`src/rtl/pedest_pkg.sv`:
```
// Shared definitions for the pedestrian button input and lamp output devices:
// CSR bit positions, lamp command codes, FSM state encoding and a lamp decoder.
package pedest_pkg;

  // CSR bit indices (common register model for both pedestrian devices)
  localparam int CSR_ENA  = 4;
  localparam int CSR_OF   = 3;
  localparam int CSR_DBA  = 2;
  localparam int CSR_BUSY = 1;
  localparam int CSR_IE   = 0;

  // Lamp command codes carried in DR[1:0]
  localparam logic [1:0] CMD_OFF   = 2'b00;
  localparam logic [1:0] CMD_WALK  = 2'b01;
  localparam logic [1:0] CMD_FLASH = 2'b10;
  localparam logic [1:0] CMD_STOP  = 2'b11;

  typedef enum logic [0:0] {
    ST_IDLE = 1'b0,
    ST_RUN  = 1'b1
  } pedest_state_t;

  // Lamp pattern {walk, dont_walk} for a command; phase drives flashing DON'T-WALK
  function automatic logic [1:0] lamp_decode(input logic [1:0] cmd, input logic phase);
    logic [1:0] lamps;
    case (cmd)
      CMD_OFF:   lamps = 2'b00;
      CMD_WALK:  lamps = 2'b10;
      CMD_FLASH: lamps = {1'b0, phase};
      CMD_STOP:  lamps = 2'b01;
      default:   lamps = 2'b01;
    endcase
    return lamps;
  endfunction

endpackage

```
`src/rtl/pedest_tick_gen.sv`:
```
// Free-running divider: one-cycle pulse on the last cycle of every DIV enabled
// cycles. A synchronous clear restarts the period from zero.
module pedest_tick_gen #(
  parameter int DIV = 4
) (
  input  logic clk,
  input  logic rst,
  input  logic clr,
  input  logic en,
  output logic pulse
);

  localparam int CW = (DIV > 1) ? $clog2(DIV) : 1;
  localparam logic [CW-1:0] LAST = CW'(DIV - 1);

  logic [CW-1:0] cnt_r;

  // Period counter, wraps at DIV-1; clear has priority over counting
  always_ff @(posedge clk) begin
    if (rst) begin
      cnt_r <= '0;
    end else if (clr) begin
      cnt_r <= '0;
    end else if (en) begin
      if (cnt_r == LAST) begin
        cnt_r <= '0;
      end else begin
        cnt_r <= cnt_r + CW'(1);
      end
    end
  end

  // Pulse is independent of clr so the consumer may clear in response to it
  assign pulse = en & (cnt_r == LAST);

endmodule

```
`src/rtl/pedest_signal_out.sv`:
```
// Pedestrian WALK / DON'T-WALK lamp output device with CSR/DR register model.
// A 1-deep DR buffer feeds an IDLE/RUN sequencer that holds each command for
// its duration in ticks (0 = until preempted by the next buffered command).
// Optional feature macro: PEDEST_IRQ_EN (adds IE bit and registered irq).
module pedest_signal_out
  import pedest_pkg::*;
#(
  parameter int TICK_DIV  = 50_000_000,
  parameter int FLASH_DIV = 25_000_000
) (
  input  logic       clk,
  input  logic       rst,
  input  logic       csr_wr,
  input  logic [7:0] csr_wdata,
  output logic [7:0] csr_rdata,
  input  logic       dr_wr,
  input  logic [7:0] dr_wdata,
  output logic       walk,
  output logic       dont_walk,
  output logic       irq
);

  pedest_state_t state_r;
  pedest_state_t state_n_s;

  logic       ena_r;
  logic       of_r;
  logic       buf_full_r;
  logic [7:0] buf_r;
  logic [1:0] cur_cmd_r;
  logic [5:0] cur_dur_r;
  logic [5:0] dur_cnt_r;
  logic       flash_phase_r;
  logic       walk_r;
  logic       dont_walk_r;
  logic       ie_s;

  logic       run_s;
  logic       kill_s;
  logic       load_s;
  logic       dr_accept_s;
  logic       of_set_s;
  logic       of_clr_s;
  logic       dur_last_s;
  logic       tick_s;
  logic       tick_clr_s;
  logic       flash_en_s;
  logic       flash_clr_s;
  logic       flash_tick_s;
  logic [1:0] cmd_n_s;
  logic       phase_n_s;
  logic [1:0] lamps_n_s;
  logic       unused_csr_bits_s;

  assign run_s = (state_r == ST_RUN);

  // Clearing ENA flushes everything on the same edge that drops ENA
  assign kill_s = csr_wr & ~csr_wdata[CSR_ENA] & ena_r;

  // A write into a buffer that drains this cycle is accepted, not an overrun
  assign dr_accept_s = dr_wr & ena_r & ~kill_s & (~buf_full_r | load_s);
  assign of_set_s    = dr_wr & ena_r & buf_full_r & ~load_s;
  assign of_clr_s    = csr_wr & ~csr_wdata[CSR_OF];

  assign dur_last_s = (cur_dur_r != 6'd0) && (dur_cnt_r == (cur_dur_r - 6'd1));

  assign tick_clr_s  = load_s | kill_s | ~run_s;
  assign flash_en_s  = run_s & (cur_cmd_r == CMD_FLASH);
  assign flash_clr_s = load_s | kill_s | ~flash_en_s;

  pedest_tick_gen #(.DIV(TICK_DIV)) u_tick_gen (
    .clk   (clk),
    .rst   (rst),
    .clr   (tick_clr_s),
    .en    (run_s),
    .pulse (tick_s)
  );

  pedest_tick_gen #(.DIV(FLASH_DIV)) u_flash_gen (
    .clk   (clk),
    .rst   (rst),
    .clr   (flash_clr_s),
    .en    (flash_en_s),
    .pulse (flash_tick_s)
  );

  // Sequencer state register
  always_ff @(posedge clk) begin
    if (rst) begin
      state_r <= ST_IDLE;
    end else begin
      state_r <= state_n_s;
    end
  end

  // Next state and buffer-load decision; a finished command chains straight
  // into a waiting one without passing through IDLE
  always_comb begin
    state_n_s = state_r;
    load_s    = 1'b0;
    if (kill_s) begin
      state_n_s = ST_IDLE;
    end else begin
      case (state_r)
        ST_IDLE: begin
          if (buf_full_r) begin
            load_s    = 1'b1;
            state_n_s = ST_RUN;
          end else begin
            state_n_s = ST_IDLE;
          end
        end
        ST_RUN: begin
          if (cur_dur_r == 6'd0) begin
            if (buf_full_r) begin
              load_s = 1'b1;
            end else begin
              load_s = 1'b0;
            end
            state_n_s = ST_RUN;
          end else if (tick_s && dur_last_s) begin
            if (buf_full_r) begin
              load_s    = 1'b1;
              state_n_s = ST_RUN;
            end else begin
              state_n_s = ST_IDLE;
            end
          end else begin
            state_n_s = ST_RUN;
          end
        end
        default: begin
          state_n_s = ST_IDLE;
        end
      endcase
    end
  end

  // Lamp values for the next cycle, so lamps change on the same edge as the state
  always_comb begin
    cmd_n_s   = cur_cmd_r;
    phase_n_s = flash_phase_r;
    lamps_n_s = 2'b01;
    if (load_s) begin
      cmd_n_s   = buf_r[1:0];
      phase_n_s = 1'b1;
    end else if (flash_tick_s) begin
      phase_n_s = ~flash_phase_r;
    end else begin
      phase_n_s = flash_phase_r;
    end
    if (state_n_s == ST_RUN) begin
      lamps_n_s = lamp_decode(cmd_n_s, phase_n_s);
    end else begin
      lamps_n_s = 2'b01;
    end
  end

  // CSR, DR buffer, current command, duration counter and lamp registers
  always_ff @(posedge clk) begin
    if (rst) begin
      ena_r         <= 1'b0;
      of_r          <= 1'b0;
      buf_full_r    <= 1'b0;
      buf_r         <= 8'h00;
      cur_cmd_r     <= CMD_STOP;
      cur_dur_r     <= 6'd0;
      dur_cnt_r     <= 6'd0;
      flash_phase_r <= 1'b1;
      walk_r        <= 1'b0;
      dont_walk_r   <= 1'b1;
    end else begin
      if (csr_wr) begin
        ena_r <= csr_wdata[CSR_ENA];
      end
      of_r <= of_set_s | (of_r & ~of_clr_s);
      if (kill_s) begin
        buf_full_r <= 1'b0;
      end else if (dr_accept_s) begin
        buf_r      <= dr_wdata;
        buf_full_r <= 1'b1;
      end else if (load_s) begin
        buf_full_r <= 1'b0;
      end
      if (kill_s) begin
        dur_cnt_r     <= 6'd0;
        flash_phase_r <= 1'b1;
      end else if (load_s) begin
        cur_cmd_r     <= buf_r[1:0];
        cur_dur_r     <= buf_r[7:2];
        dur_cnt_r     <= 6'd0;
        flash_phase_r <= 1'b1;
      end else begin
        if (run_s && tick_s && (cur_dur_r != 6'd0)) begin
          dur_cnt_r <= dur_cnt_r + 6'd1;
        end
        flash_phase_r <= phase_n_s;
      end
      walk_r      <= lamps_n_s[1];
      dont_walk_r <= lamps_n_s[0];
    end
  end

`ifdef PEDEST_IRQ_EN
  logic ie_r;
  logic irq_r;

  // Interrupt enable and registered buffer-empty interrupt
  always_ff @(posedge clk) begin
    if (rst) begin
      ie_r  <= 1'b0;
      irq_r <= 1'b0;
    end else begin
      if (csr_wr) begin
        ie_r <= csr_wdata[CSR_IE];
      end
      irq_r <= ie_r & ena_r & ~buf_full_r;
    end
  end

  assign ie_s              = ie_r;
  assign irq               = irq_r;
  assign unused_csr_bits_s = ^csr_wdata[7:5];
`else
  assign ie_s              = 1'b0;
  assign irq               = 1'b0;
  assign unused_csr_bits_s = ^{csr_wdata[7:5], csr_wdata[CSR_IE]};
`endif

  assign csr_rdata = {3'b000, ena_r, of_r, ~buf_full_r, run_s, ie_s};
  assign walk      = walk_r;
  assign dont_walk = dont_walk_r;

endmodule

```
`config.mk`:
```
export PLATFORM = sky130hd
export DESIGN_NAME = pedest_signal_out
export DESIGN_NICKNAME = d
export VERILOG_FILES = /design/src/rtl/pedest_pkg.sv /design/src/rtl/pedest_tick_gen.sv /design/src/rtl/pedest_signal_out.sv
export SDC_FILE = /design/constraint.sdc
export NUM_CORES = 1
export LEC_CHECK = 0
export ABC_AREA = 1
export CORE_AREA = 8 8 86 127
export DETAILED_ROUTE_END_ITERATION = 8
export DIE_AREA = 0 0 94 135
export GPL_TIMING_DRIVEN = 0
export PLACE_DENSITY = 0.69
export SLEW_MARGIN = 20
export SYNTH_ARGS = -nofsm -noshare
export SYNTH_HDL_FRONTEND = slang
export SYNTH_SLANG_ARGS = --single-unit
```
`constraint.sdc`:
```
create_clock -name clk -period 1.8 [get_ports clk]
set_input_delay 0.36 -clock clk [delete_from_list [all_inputs] [get_ports clk]]
set_output_delay 0.36 -clock clk [all_outputs]
set_load 0.005 [all_outputs]
```
# Word level (Yosys, flattened, before mapping)
# Index checks and enable logic that the tools add are counted.
totals:
  regBits: 80
  inputBits: 20
  out_inout_bits: 11
  elab_cells: 83
op_classes:
  add_sub_neg: 4
  n_eq_ne: 7
  n_mux: 17
  bitwise_logic: 27
  reduce_logical: 15
op_table:
  columns: ["op", "n"]
  rows:
  - ["adder 26 x 1 -> 26 bit (second input constant)", 1]
  - ["equality test 26 bit (second input constant)", 1]
  - ["two-way mux 26 bit", 1]
  - ["adder 25 x 1 -> 25 bit (second input constant)", 1]
  - ["equality test 25 bit (second input constant)", 1]
  - ["two-way mux 25 bit", 1]
  - ["bitwise AND 1 bit", 12]
  - ["two-way mux 1 bit", 11]
  - ["inverter 1 bit", 10]
  - ["case mux 2 bit (4 select lines)", 1]
  - ["OR reduction 2 bit", 4]
  - ["adder 6 x 1 -> 6 bit (second input constant)", 1]
  - ["equality test 2 bit (second input constant)", 3]
  - ["equality test 6 bit", 1]
  - ["zero test 6 bit", 1]
  - ["nonzero test 6 bit", 1]
  - ["subtractor 6 x 1 -> 6 bit (second input constant)", 1]
  - ["bitwise OR 1 bit", 5]
  - ["logical AND 1 bit", 4]
  - ["case mux 1 bit (2 select lines)", 2]
  - ["AND reduction 2 bit", 2]
  - ["OR reduction 3 bit", 1]
  - ["equality test 2 x 1 -> 1 bit (second input constant)", 1]
  - ["zero test 2 bit", 1]
  - ["2 further kinds", 2]

# Longest topological paths before layout
logic_depth:
  depth_word: 11
  ltp_mapped: 16
  mapped_depth_nobuf: 16

# Cells and area by module
# Synthesis repeated with hierarchy kept, for this count alone.
unflattened:
  cells_unflattened: 683
  hier_area_um2: 4536.9
by_module_without_submodules:
  columns: ["module", "n_inst", "cells_each", "area_each_um2"]
  rows:
  - ["pedest_signal_out", 1, 231, 1592.8]
  - ["pedest_tick_gen at u_tick_gen", 1, 230, 1515.2]
  - ["pedest_tick_gen at u_flash_gen", 1, 222, 1428.9]

# Worst setup path before layout
# OpenSTA, ideal clock, no wires.
synth_path:
  path_type: "register -> register"
  startpoint: "register u_tick_gen.cnt_r[0]"
  endpoint: "register u_tick_gen.cnt_r[3]"
  t_arrival_ps: 1777
  path_slack_ps: -94
  path_stages_with_launch: 16
  n_path_buf: 1
  cell_sequence: "dfxtp_1 ha_1 nand2_1 nor2_1 nand2_1 nor2_2 nand3_4 nor2_8 nand3_2 nand2_4 nand2_4 nand2_4 inv_2 nand3_4 buf_6 nor2_1"
synth_via:
  elab_chain_len: 10
  elab_cells_between_ends: 12
  classes_between: "1 x add/sub; 1 x eq/ne; 5 x mux; 3 x bitwise; 2 x reduce/logical"
synth_rtl:
  columns: ["element", "line_no", "text"]
  rows:
  - ["start: declaration", "pedest_tick_gen.sv:16", "logic [CW-1:0] cnt_r;"]
  - ["start signal: assignment", "pedest_tick_gen.sv:28", "cnt_r <= cnt_r + CW'(1);"]
  - ["equality test 26 bit", "pedest_tick_gen.sv:25, pedest_tick_gen.sv:34", null]
  - ["bitwise AND 1 bit", "pedest_tick_gen.sv:34", "assign pulse = en & (cnt_r == LAST);"]
  - ["logical AND 1 bit", "pedest_signal_out.sv:121", "end else if (tick_s && dur_last_s) begin"]
  - ["two-way mux 1 bit", "pedest_signal_out.sv:121", null]
  - ["two-way mux 1 bit", "pedest_signal_out.sv:114", "if (cur_dur_r == 6'd0) begin"]
  - ["case mux 1 bit (2 select lines)", "pedest_signal_out.sv:104", "case (state_r)"]
  - ["two-way mux 1 bit", "pedest_signal_out.sv:101", "if (kill_s) begin"]
  - ["bitwise OR 1 bit (2 in series)", "pedest_signal_out.sv:67", "assign tick_clr_s = load_s | kill_s | ~run_s;"]
  - ["OR reduction 2 bit (no line)", null, null]
# Parallel ways exist; a longest one is shown, timed or not.
# A chain may end at the register's enable or synchronous reset.

# Final worst setup path
layout_path:
  startpoint: "register cur_dur_r[0]"
  endpoint: "register buf_r[2]"
layout_via:
  elab_chain_len: 11
  elab_cells_between_ends: 13
  classes_between: "1 x add/sub; 1 x eq/ne; 4 x mux; 2 x bitwise; 5 x reduce/logical"
layout_rtl:
  columns: ["element", "line_no", "text"]
  rows:
  - ["start: declaration", "pedest_signal_out.sv:31", "logic [5:0] cur_dur_r;"]
  - ["start signal: assignment", "pedest_signal_out.sv:190", "cur_dur_r <= buf_r[7:2];"]
  - ["subtractor 6 x 1 -> 6 bit", "pedest_signal_out.sv:65", "assign dur_last_s = (cur_dur_r != 6'd0) && (dur_cnt_r == (cur_dur_r - 6'd1));"]
  - ["equality test 6 bit", "pedest_signal_out.sv:65", null]
  - ["logical AND 1 bit", "pedest_signal_out.sv:65", null]
  - ["logical AND 1 bit", "pedest_signal_out.sv:121", null]
  - ["two-way mux 1 bit", "pedest_signal_out.sv:121", null]
  - ["two-way mux 1 bit (*)", "pedest_signal_out.sv:114", null]
  - ["case mux 1 bit (2 select lines) (*)", "pedest_signal_out.sv:104", null]
  - ["two-way mux 1 bit (*)", "pedest_signal_out.sv:101", null]
  - ["bitwise OR 1 bit (*)", "pedest_signal_out.sv:61", "assign dr_accept_s = dr_wr & ena_r & ~kill_s & (~buf_full_r | load_s);"]
  - ["bitwise AND 1 bit (*)", "pedest_signal_out.sv:61", null]
  - ["AND reduction 2 bit (no line) (*)", null, null]
  - ["end signal: assignment", "pedest_signal_out.sv:180", "buf_r <= dr_wdata;"]
  - ["end: declaration", "pedest_signal_out.sv:29", "logic [7:0] buf_r;"]
# Every way passes the cells marked *; elsewhere a longest branch is shown, timed or not.

==> summary.txt <==
Run status
  • Status: finished with violations
  • Failing checks: setup timing

Logic synthesis
  • Synthesized area: 4250 um2
  • Synthesized flop and latch total: 80
  • Area leader, netlist: dfxtp_1
  • Commonest cells in the netlist: 112 x nor2_1, 110 x nand2_1, 80 x dfxtp_1
  • Top post-synthesis cells by area: dfxtp_1 38%, nor2_1 9.9%, nand2_1 9.7%
  • Prevailing post-synth register cell: dfxtp_1
  • Post-synth EDFFs: 0
  • Syn_area_per_cell: 7.00 um2
  • Fraction of registers with async set/reset: 0%
  • Top cell type's share of synthesized area: 37.7%
  • Post-Synthesis Cells: 607
  • Most numerous cell in the Yosys netlist: nor2_1
  • Yosys warnings: 0
  • Synth unique cells: 38
  • Register area share after synthesis: 37.7%

CTS
  • Clock Latency Late Sink: 340 ps
  • CTS tree: built
  • CTS Buf Count: 9
  • Reg clk slew, reported paths: 70 ps
  • Clock sink total: 80
  • CTS root buf: clkbuf_16
  • Htree depth: 3
  • CTS max path bufs: 2
  • Cts hold-fix bufs: 0

Place
  • # port buffers: 19
  • Final GP Congestion: 0.902
  • Setup WS pre-CTS: -375 ps
  • Detail Placement HPWL: 6940 um

Floorplanning
  • Die Y: 135 um
  • Die width: 94 um
  • Area of the die: 12700 um2
  • Core footprint: 9040 um2
  • Placement row count: 43
  • Initial core utilization: 47.0%
  • Boundary Pins: 31

STA
  • Slew headroom: 50.2%
  • Final worst-path cycle share: 114%
  • Achievable Freq: 0.489 GHz
  • Clk_skew: 8.17 ps
  • Final setup TNS: -10420 ps
  • Setup slack after layout: -247 ps
  • Pins Over Slew Limit: 0
  • Worst hold margin: 451 ps
  • Slew @ Worst Pin: 745 ps
  • Endpoints failing setup: 76
  • RSZ-0062 raised after global routing: yes
  • Final Hold Violating Endpoints: 0
  • Post-route minimum period: 2050 ps

Drt
  • Total wire length: 11400 um
  • Residual DRC: 0
  • Routed Antenna Nets: 0
  • Drt first-iter violations: 258
  • DR WL/cell: 14.1 um
  • Drt pass-1 iters: 5
  • Via-per-instance ratio: 5.24
  • Routed vias: 4234

Hold path
  • HP Start: u_flash_gen.cnt_r[0]$_SDFFE_PP0P_
  • Type of the worst min-delay path: reg -> reg

Critical path
  • Setup crit start kind: register
  • Worst reg2reg startpoint: cur_dur_r[0]$_SDFFE_PP0P_
  • WP data arrival: 2280 ps
  • Critical Path Start: cur_dur_r[0]$_SDFFE_PP0P_
  • Internal reg-to-reg setup slack: -250 ps
  • Critical path class: reg -> reg
  • Worst setup EP type: register
  • Worst Path Required: 2040 ps
  • CP Max Fanout: 5

Global routing
  • Vias in the first global route: 4043
  • First-pass GRT wire length: 17500 um
  • Gr usage total: 17.0%
  • Initial antenna violation count: 0
  • Total grt overflow: 0
  • Largest net degree at the start of global routing: 14

Final layout
  • Fin nets: 716
  • Area growth, synth to finish: 39.7%
  • Ratio of cells with drive above 1 in the final layout: 33.2%
  • ANT cells: 0

Power and ir drop
  • Pleak: 2.20 nW
  • Pwr Density: 672 nW/um2
  • Power Total: 0.00399 W
  • Peak supply drop: 0.623 mV

Flow run
  • Maxcap violations: 0
[kinds of logic (layout without fill, tap and decap cells)]
family                   Yosys count  count (layout)  synth area share, %
buffers and inverters             99             181                 9.99
XOR/XNOR                          30              30                 6.19
flip-flops                        80              80                 37.7
other                              1               5               0.0883
AND/OR/NAND/NOR                  345             348                 38.6
AO/OA/AOI/OAI                     47              47                 5.95
adder cells (fa/ha/maj)            5               5                 1.47
[flip-flops by register name, indices dropped and copies added (netlist names)]
name               cells
buf_full_r             1
buf_r                  8
cur_cmd_r              2
cur_dur_r              6
dont_walk              1
dur_cnt_r              6
ena_r                  1
flash_phase_r          1
of_r                   1
run_s                  1
u_flash_gen.cnt_r     25
u_tick_gen.cnt_r      26
walk                   1
[layout make-up]
type	instances	area [um2]
multi-input combinational	435	2760
inverter	84	340
clock inverter	5	57.6
timing repair buffer	66	656
buffer	14	115
sequential	80	1620
tap	112	140
timing repair inverter	1	11.3
fill	749	3110
clock buffer	11	233
[metrics by stage]
step	utilization, %	std cells	cell area, um2
global placement	51.2	742	4630
CTS	60.2	790	5450
detailed placement	51.2	742	4630
finish	65.6	808	5930
floorplan	-	611	4300
global route	65.6	808	5930
[cells in the final DEF (no fill, tap or decap), types with 4 or more instances in the layout]
cell type / count
nor3_2: 7
xnor2_1: 9
clkbuf_16: 9
nor2_1: 64
nor4_1: 6
conb_1: 5
buf_8: 4
nand2_1: 93
o21ai_2: 6
nor2_2: 41
nand2_2: 20
buf_6: 17
a21oi_2: 4
o21ai_0: 13
nand3_1: 30
nor3_1: 15
inv_1: 70
nand3_2: 13
nand4_1: 17
dfxtp_2: 6
inv_2: 10
nand3_4: 5
nand2_4: 6
nor2_4: 17
dfxtp_1: 72
buf_4: 34
a21oi_1: 15
xor2_1: 20
clkdlybuf4s50_1: 19
[final timing paths]
path | endpoint | cells after the start
hold / removal | u_flash_gen.cnt_r[0]$_SDFFE_PP0P_ | 1
hold reg to reg | u_flash_gen.cnt_r[0]$_SDFFE_PP0P_ | 1
setup / recovery | buf_r[2]$_SDFFE_PP0P_ | 16
setup reg to reg | buf_r[2]$_SDFFE_PP0P_ | 16
[what timing repair did]
item                                    4_1_cts  5_1_grt
setup buffers                                30       19
gates resized for setup                      54      122
cloned                                        3        4
pin swaps                                    16       40
endpoints found under the setup margin       79       80
[routing by layer]
metal  share of wire, %  wire, um  GRT usage (%)  vias up
li1                   -         -              -     2100
met1                 39      4450           18.6     1996
met2                 54      6190           29.8      105
met3                3.4       390           3.17       33
met4                3.0       346           9.21        0
met5                  0         0              0        -
[where the power goes]
part | internal [W] | switching (W)
combinational | 0.000163 | 0.000191
clock | 0.00107 | 0.000743
sequential | 0.00179 | 0.0000252
[worst max-delay path: stages, from the launching register on]
cell and delay [ps]:
dfxtp_2 350, inv_4 50, ha_4 270, inv_2 30, nand2_1 40, nand2_1 60
nor2_2 120, nand3_2 100, nor2_4 130, nand3_4 90, nand2_4 90, buf_6 110
nand3_4 120, nand2_4 160, nand3_2 90, nand2_2 90, nor2_2 40
No activity file was read; power rests on OpenSTA's default activity.
==> RTL edit: new RTL, same settings <==
The parameter `TICK_DIV` goes from 50_000_000 to 25_000_000.
--- a/src/rtl/pedest_signal_out.sv
+++ b/src/rtl/pedest_signal_out.sv
@@ -5,7 +5,7 @@
 module pedest_signal_out
   import pedest_pkg::*;
 #(
-  parameter int TICK_DIV  = 50_000_000,
+  parameter int TICK_DIV  = 25_000_000,
   parameter int FLASH_DIV = 25_000_000
 ) (
   input  logic       clk,
Formal check against the unedited RTL: same outputs for any inputs over 10 cycles, from zero or initial values and one cycle with rst high; that may be too few to reach the edited logic, so the function may still have changed.
==> RTL edit against the original RTL <==
The run still ends with negative setup slack left; routed wire length down 5.8%; area after synthesis down 6.4%; clock skew up 0.0016 ns; worst hold slack better by 0.031 ns; power down 0.22%; sequential cell count down 1; setup slack better by 0.11 ns; final area down 6.3%; highest routed layer unchanged.
==> RTL edit: results (changes against the original RTL) <==
Timing
  • Final setup margin: -0.138 ns (+0.109 ns)
  • Final setup fails: 55 (-28%)
  • Hold_ws: 0.481 ns (+0.0307 ns)
  • Slew HR: 0.530 (+0.0280)

Min path
  • WHS Endpoint: u_tick_gen.cnt_r[21]
  • Hold Path Depth: 2 (+1)
  • Worst Min Path Start: u_tick_gen.cnt_r[21]

Place
  • Final GP Congestion: 0.838 (-7.2%)

Status
  • Failing checks: negative setup slack
  • Outcome: complete, but fails checks

Layout
  • Fillers: 753 (+0.53%)
  • Largest registers: u_flash_gen.cnt_r (25), u_tick_gen.cnt_r (25), buf_r (8)
  • Share of layout cells above drive strength 1: 0.298 (-0.0334)
  • Layout Nets: 671 (-6.3%)

Synthesis
  • Synthesized-area fraction occupied by adder cells: 0.0157 (+0.00101)
  • Compound-cell area share of the yosys netlist: 0.0551 (-0.00442)
  • Xor/xnor cell area share of the yosys netlist: 0.0661 (+0.00425)
  • Top cells by area, synth: dfxtp_1 (40%), nand2_1 (11%), nor2_1 (10%)
  • Synth top cells by count: nand2_1 (118), nor2_1 (108), dfxtp_1 (79), inv_1 (71), nand3_1 (44)
  • Library cells used by synthesis: 35 (-7.9%)

Route
  • Vias/cell: 5.09 (-3.0%)
  • TritonRoute pass-1 iters: 4 (-1)
  • Initial DRC count: 191 (-26%)

GRT
  • Vias in the first global route: 3783 (-6.4%)
  • First-pass GRT wire length: 16800 microns (-3.9%)
  • GRT Util Overall: 0.165 (-0.00539)
  • Largest net degree at the start of global routing: 13 (-1)

Power and ir drop
  • Leakage: 2.03 nW (-7.7%)
  • Psw: 0.900 mW (-6.2%)
  • VDD IR max: 0.566 mV (-9.2%)

Critical path
  • Slowest cell on crit path: dfxtp_4
  • CP arrival: 2.22 ns (-0.06 ns)
  • RR Endpoint: dont_walk
  • Reg2reg start: cur_dur_r[1]
  • CP max FO: 6 (+1)

Clock network
  • Num CTS Buffers: 9 (unchanged)
[RTL edit: area by class of cell]
class | instances | area, sq um | share of cell area
Timing Repair Buffer | 60 | 584 | 0.105
Clock buffer | 12 | 256 | 0.0461
Tap cell | 112 | 140 | 0.0252
Clock inverter | 3 | 42.5 | 0.00765
Buffer | 13 | 113 | 0.0203
Multi-Input combinational cell | 407 | 2520 | 0.454
Inverter | 76 | 303 | 0.0545
Sequential cell | 79 | 1600 | 0.287
[RTL edit: worst max-delay path by stage]
stage,startpoint,to,slack (ns)
2_1_floorplan,cur_dur_r[0],u_flash_gen.cnt_r[24],0.005
3_3_place_gp,csr_wr,u_flash_gen.cnt_r[24],-0.31
3_5_place_dp,csr_wr,u_flash_gen.cnt_r[18],-0.37
4_1_cts,cur_dur_r[1],buf_r[2],-0.12
5_1_grt,u_tick_gen.cnt_r[0],dont_walk,-0.30
6_report,cur_dur_r[1],dont_walk,-0.14
[RTL edit: logic make-up after synthesis]
| logic type | Yosys count |
|---|---|
| flip-flops | 79 |
| other | 1 |
| buffers and inverters | 89 |
| AO/OA/AOI/OAI | 42 |
| AND/OR/NAND/NOR | 322 |
| XOR/XNOR | 30 |
| adder cells (fa/ha/maj) | 5 |
[RTL edit: power groups by stage]
stage / registers, mW / logic [mW] / clock network (mW)
3_5_place_dp: 1.83 / 0.227 / 0
5_1_grt: 1.80 / 0.384 / 1.93
3_3_place_gp: 1.83 / 0.223 / 0
6_report: 1.80 / 0.351 / 1.83
4_1_cts: 1.79 / 0.289 / 1.86
2_1_floorplan: 1.82 / 0.155 / 0
[RTL edit: worst min-delay path, stage by stage, from the launching register on]
cell and delay, ns:
dfxtp_1 0.32, nand2_1 0.06, a21oi_1 0.05
[RTL edit: routing by layer]
metal  global-route usage  wire [microns]  part of all wire
met2                0.297            5900              0.55
met4               0.0859             365             0.034
met3               0.0389             323             0.030
met5                    0               0                 0
met1                0.169            4130              0.39
[RTL edit: per-stage QoR]
step                      total power [mW]  TNS (ns)  area, sq um  setup slack [ns]  std cells
after detailed placement              2.05    -16.50         4330            -0.367        703
final                                 3.98     -4.27         5560            -0.138        762
after CTS                             3.94     -2.79         5120            -0.122        750
after floorplan                       1.98         0         4000           0.00524        572
after global routing                  4.11    -15.18         5560            -0.295        762
after global placement                2.05    -13.24         4330            -0.311        703
[RTL edit: timing repair]
action / CTS / global route
setup buffers: 27 / 11
resized for setup: 66 / 89
cloned: 5 / 2
pin swaps: 27 / 28
endpoints found under the setup margin: 65 / 76
hold buffers: 0 / 0
